### src/rtl/ysyx_041461_pkg.sv
// Shared defaults and index-width constant for the register scoreboard.
package ysyx_041461_pkg;
    localparam int NR_REGS_DEF = 32;
    localparam int CNT_W_DEF   = 2;
    localparam int NR_SRC_DEF  = 3;
    localparam int REG_IDX_W   = $clog2(NR_REGS_DEF);
endpackage

### src/rtl/ysyx_041461_sb_cnt.sv
// Saturating up/down in-flight counter; simultaneous inc and dec cancel out.
module ysyx_041461_sb_cnt
    import ysyx_041461_pkg::*;
#(
    parameter int CNT_W = CNT_W_DEF
) (
    input  logic             clk,
    input  logic             rst_n,
    input  logic             inc,
    input  logic             dec,
    input  logic             clr,
    output logic [CNT_W-1:0] cnt,
    output logic             zero
);
    localparam logic [CNT_W-1:0] CNT_MAX = '1;

    logic [CNT_W-1:0] cnt_q, cnt_d;

    always_comb begin
        cnt_d = cnt_q;
        if (clr) begin
            cnt_d = '0;
        end else if (inc && !dec && (cnt_q != CNT_MAX)) begin
            cnt_d = cnt_q + CNT_W'(1);
        end else if (dec && !inc && (cnt_q != '0)) begin
            cnt_d = cnt_q - CNT_W'(1);
        end
    end

    always_ff @(posedge clk or negedge rst_n) begin
        if (!rst_n) begin
            cnt_q <= '0;
        end else begin
            cnt_q <= cnt_d;
        end
    end

    assign cnt  = cnt_q;
    assign zero = (cnt_q == '0);
endmodule

### src/rtl/ysyx_041461_scoreboard.sv
// Per-register write-in-flight scoreboard. Optional CSR hazard tracking is
// enabled by defining YSYX_041461_SB_CSR_EN.
module ysyx_041461_scoreboard
    import ysyx_041461_pkg::*;
#(
    parameter int NR_REGS = NR_REGS_DEF,
    parameter int CNT_W   = CNT_W_DEF,
    parameter int NR_SRC  = NR_SRC_DEF,
    localparam int IDX_W  = $clog2(NR_REGS)
) (
    input  logic                    clk,
    input  logic                    rst_n,
    input  logic                    iss_valid,
    input  logic                    iss_rd_wen,
    input  logic [IDX_W-1:0]        iss_rd,
    output logic                    iss_ready,
    input  logic [NR_SRC-1:0]       src_valid,
    input  logic [NR_SRC*IDX_W-1:0] src_idx,
    output logic [NR_SRC-1:0]       src_busy,
    output logic                    stall,
    input  logic                    wb_valid,
    input  logic [IDX_W-1:0]        wb_rd,
    input  logic                    flush,
`ifdef YSYX_041461_SB_CSR_EN
    input  logic                    iss_csr_wen,
    input  logic                    wb_csr_valid,
    input  logic                    csr_rd_valid,
    output logic                    csr_busy,
`endif
    output logic [NR_REGS-1:0]      busy_vec,
    output logic                    err_underflow
);
    localparam logic [CNT_W-1:0] CNT_MAX = '1;

    logic [CNT_W-1:0]   cnt_arr [NR_REGS];
    logic [NR_REGS-1:0] zero_vec;
    logic               rd_sat, csr_sat, csr_uf;
    logic               iss_accept, wb_live;
    logic               err_q, err_d;

    assign rd_sat     = iss_rd_wen && (cnt_arr[iss_rd] == CNT_MAX);
    assign iss_ready  = !(rd_sat || csr_sat);
    assign iss_accept = iss_valid && iss_ready && !flush;
    // x0 is never tracked, so writebacks to it are ignored rather than underflowing.
    assign wb_live    = wb_valid && !flush && (wb_rd != '0);

    for (genvar i = 0; i < NR_REGS; i++) begin : g_reg
        if (i == 0) begin : g_zero
            assign cnt_arr[i]  = '0;
            assign zero_vec[i] = 1'b1;
        end else begin : g_cnt
            logic inc, dec;
            assign inc = iss_accept && iss_rd_wen && (iss_rd == IDX_W'(i));
            assign dec = wb_live && (wb_rd == IDX_W'(i));
            ysyx_041461_sb_cnt #(.CNT_W(CNT_W)) u_cnt (
                .clk   (clk),
                .rst_n (rst_n),
                .inc   (inc),
                .dec   (dec),
                .clr   (flush),
                .cnt   (cnt_arr[i]),
                .zero  (zero_vec[i])
            );
        end
    end

    assign busy_vec = ~zero_vec;

    for (genvar k = 0; k < NR_SRC; k++) begin : g_src
        assign src_busy[k] = src_valid[k] && busy_vec[src_idx[k*IDX_W +: IDX_W]];
    end

`ifdef YSYX_041461_SB_CSR_EN
    logic [CNT_W-1:0] csr_cnt;
    logic             csr_zero;

    ysyx_041461_sb_cnt #(.CNT_W(CNT_W)) u_csr_cnt (
        .clk   (clk),
        .rst_n (rst_n),
        .inc   (iss_accept && iss_csr_wen),
        .dec   (wb_csr_valid && !flush),
        .clr   (flush),
        .cnt   (csr_cnt),
        .zero  (csr_zero)
    );

    assign csr_sat  = iss_csr_wen && (csr_cnt == CNT_MAX);
    assign csr_uf   = wb_csr_valid && !flush && csr_zero;
    assign csr_busy = csr_rd_valid && !csr_zero;
    assign stall    = (|src_busy) || csr_busy;
`else
    assign csr_sat  = 1'b0;
    assign csr_uf   = 1'b0;
    assign stall    = |src_busy;
`endif

    assign err_d = err_q || (wb_live && zero_vec[wb_rd]) || csr_uf;

    always_ff @(posedge clk or negedge rst_n) begin
        if (!rst_n) begin
            err_q <= 1'b0;
        end else begin
            err_q <= err_d;
        end
    end

    assign err_underflow = err_q;
endmodule

### config.mk
export PLATFORM = sky130hd
export DESIGN_NAME = ysyx_041461_scoreboard
export DESIGN_NICKNAME = d
export VERILOG_FILES = /design/src/rtl/ysyx_041461_pkg.sv /design/src/rtl/ysyx_041461_sb_cnt.sv /design/src/rtl/ysyx_041461_scoreboard.sv
export SDC_FILE = /design/constraint.sdc
export NUM_CORES = 1
export LEC_CHECK = 0
export BUFFER_PORTS_ARGS = -buffer_cell sky130_fd_sc_hd__buf_4
export CORE_MARGIN = 1
export CORE_UTILIZATION = 29
export CTS_CLUSTER_SIZE = 40
export DETAILED_ROUTE_END_ITERATION = 7
export PLACE_DENSITY = 0.47
export SYNTH_ARGS = -nofsm -noshare
export SYNTH_HDL_FRONTEND = slang
export SYNTH_HIERARCHICAL = 1
export SYNTH_SLANG_ARGS = --single-unit
### constraint.sdc
create_clock -name clk -period 3 [get_ports clk]
set_clock_uncertainty 0.1 [all_clocks]
set_input_delay 0.45 -clock clk [delete_from_list [all_inputs] [get_ports clk]]
set_output_delay 0.45 -clock clk [all_outputs]
set_load 0.05 [all_outputs]
==> qor.yml <==
route:
  wl_um: 21200
  vias: 5806
  postRouteAntennaNets: 0
  drc: 0
  dr.pass1.iters: 5
  drt_iter0_markers: 448
  wl_per_cell_um: 20.4
  via_per_inst: 5.58
setup_path:
  slowest_stage: "mux4_2"
  cp-end-kind: "primary output"
  crit_fanout: 6
  worst-path-buf-inv: 2
  path_class: "flop to primary output"
  cp.arrival_ps: 2390
  cp.required_ps: 2450
  start_kind: "flop"
  crit_chain: "nor2_2 -> buf_4 -> mux4_2 -> a211o_1 -> a221oi_4 -> or3_4 -> buf_8"
  cp_slowest_stage_delay_ps: 460
  cp_top_family: "compound AO/OA/AOI/OAI gates"
synth:
  yosys_warnings: 6
  synthCells: 666
  syn_area_um2: 5890
  synth_fp_nets: 700
  ys_types: 41
  avgSynthCellArea_um2: 8.84
  ys_seq_elements: 63
  seq_area_frac_synth_pct: 26.8
final_layout:
  regArea_um2: 1590
  layout_commonest_cell: "buf_4"
  num_antenna_cells: 0
  multi_input_area_um2: 4240
  layout_common_cells: "114 x buf_4, 97 x nor2_1, 62 x or2b_1, 53 x dfrtp_1, 42 x nand2_1"
  fin_area_um2: 7460
  final_util_pct: 37.9
  drive_above_1_share_pct: 34.7
  fill_cells: 2077
  nNetsFinal: 805
  area_growth_pct: 26.7
min_path:
  hold_path_class: "input port to asynchronous set/reset pin"
placement:
  dpl.hpwl_um: 15900
  gp_congestion: 0.828
  numPortBuffers: 70
  dpl-instance-area_um2: 6900
flow_run:
  max_cap_viol_count: 0
clock_tree:
  clkLatencyLatePin_ps: 350
  cts_buffers: 9
  cts.sinks: 63
  clk_transition_reported_paths_ps: 60
  cts.path.max_buffers: 2
  h-tree-depth: 3
  cts_tree: "yes"
  postCtsHoldBufs: 0
  clockRootBuffer: "clkbuf_16"
global_route:
  grt_pass1_vias: 5829
  groute.usage.overall_pct: 20.9
  grt_pass1_wl_um: 32000
  antenna_found_initial: 0
  grt-ovfl-total: 0
  grt_max_degree: 64
die:
  die_h_um: 144
  rows: 51
  io_pins: 72
  chipWidth_um: 144
  die-area_um2: 20900
  core_um2: 19700
  start_util_pct: 30.0
timing:
  fin_crit_ps: 2940
  fmax_ghz: 0.340
  maxSlewViolCount: 0
  slew_headroom_pct: 38.0
  post-route-period-util_pct: 98.0
  worstMarginPinSlew_ps: 930
  hold_viol: 0
  setup_violations: 0
power_and_ir_drop:
  peakVddDrop_uv: 273
  leakagePower_nw: 3.02
  p_per_area_nw_per_um2: 296
status:
  status: "completed"
-- cell families (layout without fill, tap and decap cells) --
logic type,after synthesis,count (layout),synth area share (%)
AOI/OAI and AO/OA,154,154,19.6
buffers and inverters,56,166,4.23
DFF,63,63,26.8
muxes,47,47,16.0
other,1,1,0.0637
and+or+nand+nor,345,345,33.3
-- final timing paths --
check,from,to,slack [ps],cells past startpoint
max in group asynchronous,rst_n,g_reg[5].g_cnt.u_cnt/cnt[0],2000,1
min,rst_n,g_reg[11].g_cnt.u_cnt/cnt[1],140,1
min reg2reg,err_underflow,err_underflow,430,1
min in group clk,wb_rd[0],g_reg[28].g_cnt.u_cnt/cnt[0],410,4
max,g_reg[9].g_cnt.u_cnt/cnt[0],stall,60,7
max reg2reg,g_reg[20].g_cnt.u_cnt/cnt[1],g_reg[20].g_cnt.u_cnt/cnt[0],560,8
-- metrics by stage --
stage	worst slack (ps)	hold slack [ps]	TNS (ps)	total power, mW	instances
6_report	61.3	136	0	2.21	1041
5_1_grt	-13.9	216	-13.9	2.28	1041
4_1_cts	4.16	184	0	2.23	1031
3_5_place_dp	169	426	0	1.14	1011
3_3_place_gp	154	417	0	1.13	1011
2_1_floorplan	9.42	54.4	0	1.01	666
-- metal layers --
metal	up-vias	global-route usage (%)	share of wire (%)
li1	2623	-	-
met1	2896	25.3	41
met2	233	34.6	49
met3	54	4.37	6.3
met4	0	11.4	4.4
met5	-	0	0
-- where the power goes --
group	internal (mW)	leakage, nW	switching [mW]
Combinational	0.0977	2.01	0.175
Clock	0.662	0.146	0.419
Sequential	0.852	0.858	0.00268
Total	1.61	3.02	0.596
-- synth_stat cells (all sizes together) --
master	number	area (um2)
o21ai	62	310
and3b	15	131
nand2b	9	56.3
a21oi	33	165
nand2	42	158
a22oi	1	7.51
or3b	1	8.76
or3	1	6.26
a31oi	15	93.8
conb	1	3.75
o31ai	1	7.51
and2b	31	272
nand3	6	30.0
a221oi	33	483
or2b	62	465
a211oi	1	7.51
nand3b	36	270
a2111oi	1	15.0
nand4	3	18.8
o22ai	3	25.0
buf	13	86.3
a211o	1	8.76
clkbuf	8	31.3
a311oi	1	8.76
nor3	8	40.0
a221o	2	20.0
mux2i	11	110
nor2	126	473
dfrtp	63	1580
mux4	36	833
nor2b	4	25.0
inv	35	131
nor3b	1	7.51
-- final cells by class --
class | instances | share of cell area, %
multi-input cells | 547 | 56.9
flip-flops and latches | 63 | 21.3
repair buffers | 115 | 11.7
well taps | 265 | 4.45
clock buffers | 12 | 3.30
inverters | 35 | 1.76
clock inverters | 4 | 0.604
-- worst register-to-register path, stage by stage, from the launching register on --
cell	delay, ps
dfrtp_1	410
buf_4	160
and3b_1	200
a31oi_1	150
mux4_2	270
or3b_2	500
nor2_1	240
nor2_1	100
a221oi_2	220
-- sequential cells by signal, indices dropped and copies added, names as in the netlist --
name	flops
g.g_cnt.u_cnt/cnt	62
err_underflow	1
-- what timing repair did --
action,CTS,global route
endpoints found under the setup margin,2,1
gates resized for setup,28,27
buffers inserted,4,10
hold endpoints to repair,0,0
pin swaps,0,5
No activity file was read; power rests on OpenSTA's default activity.
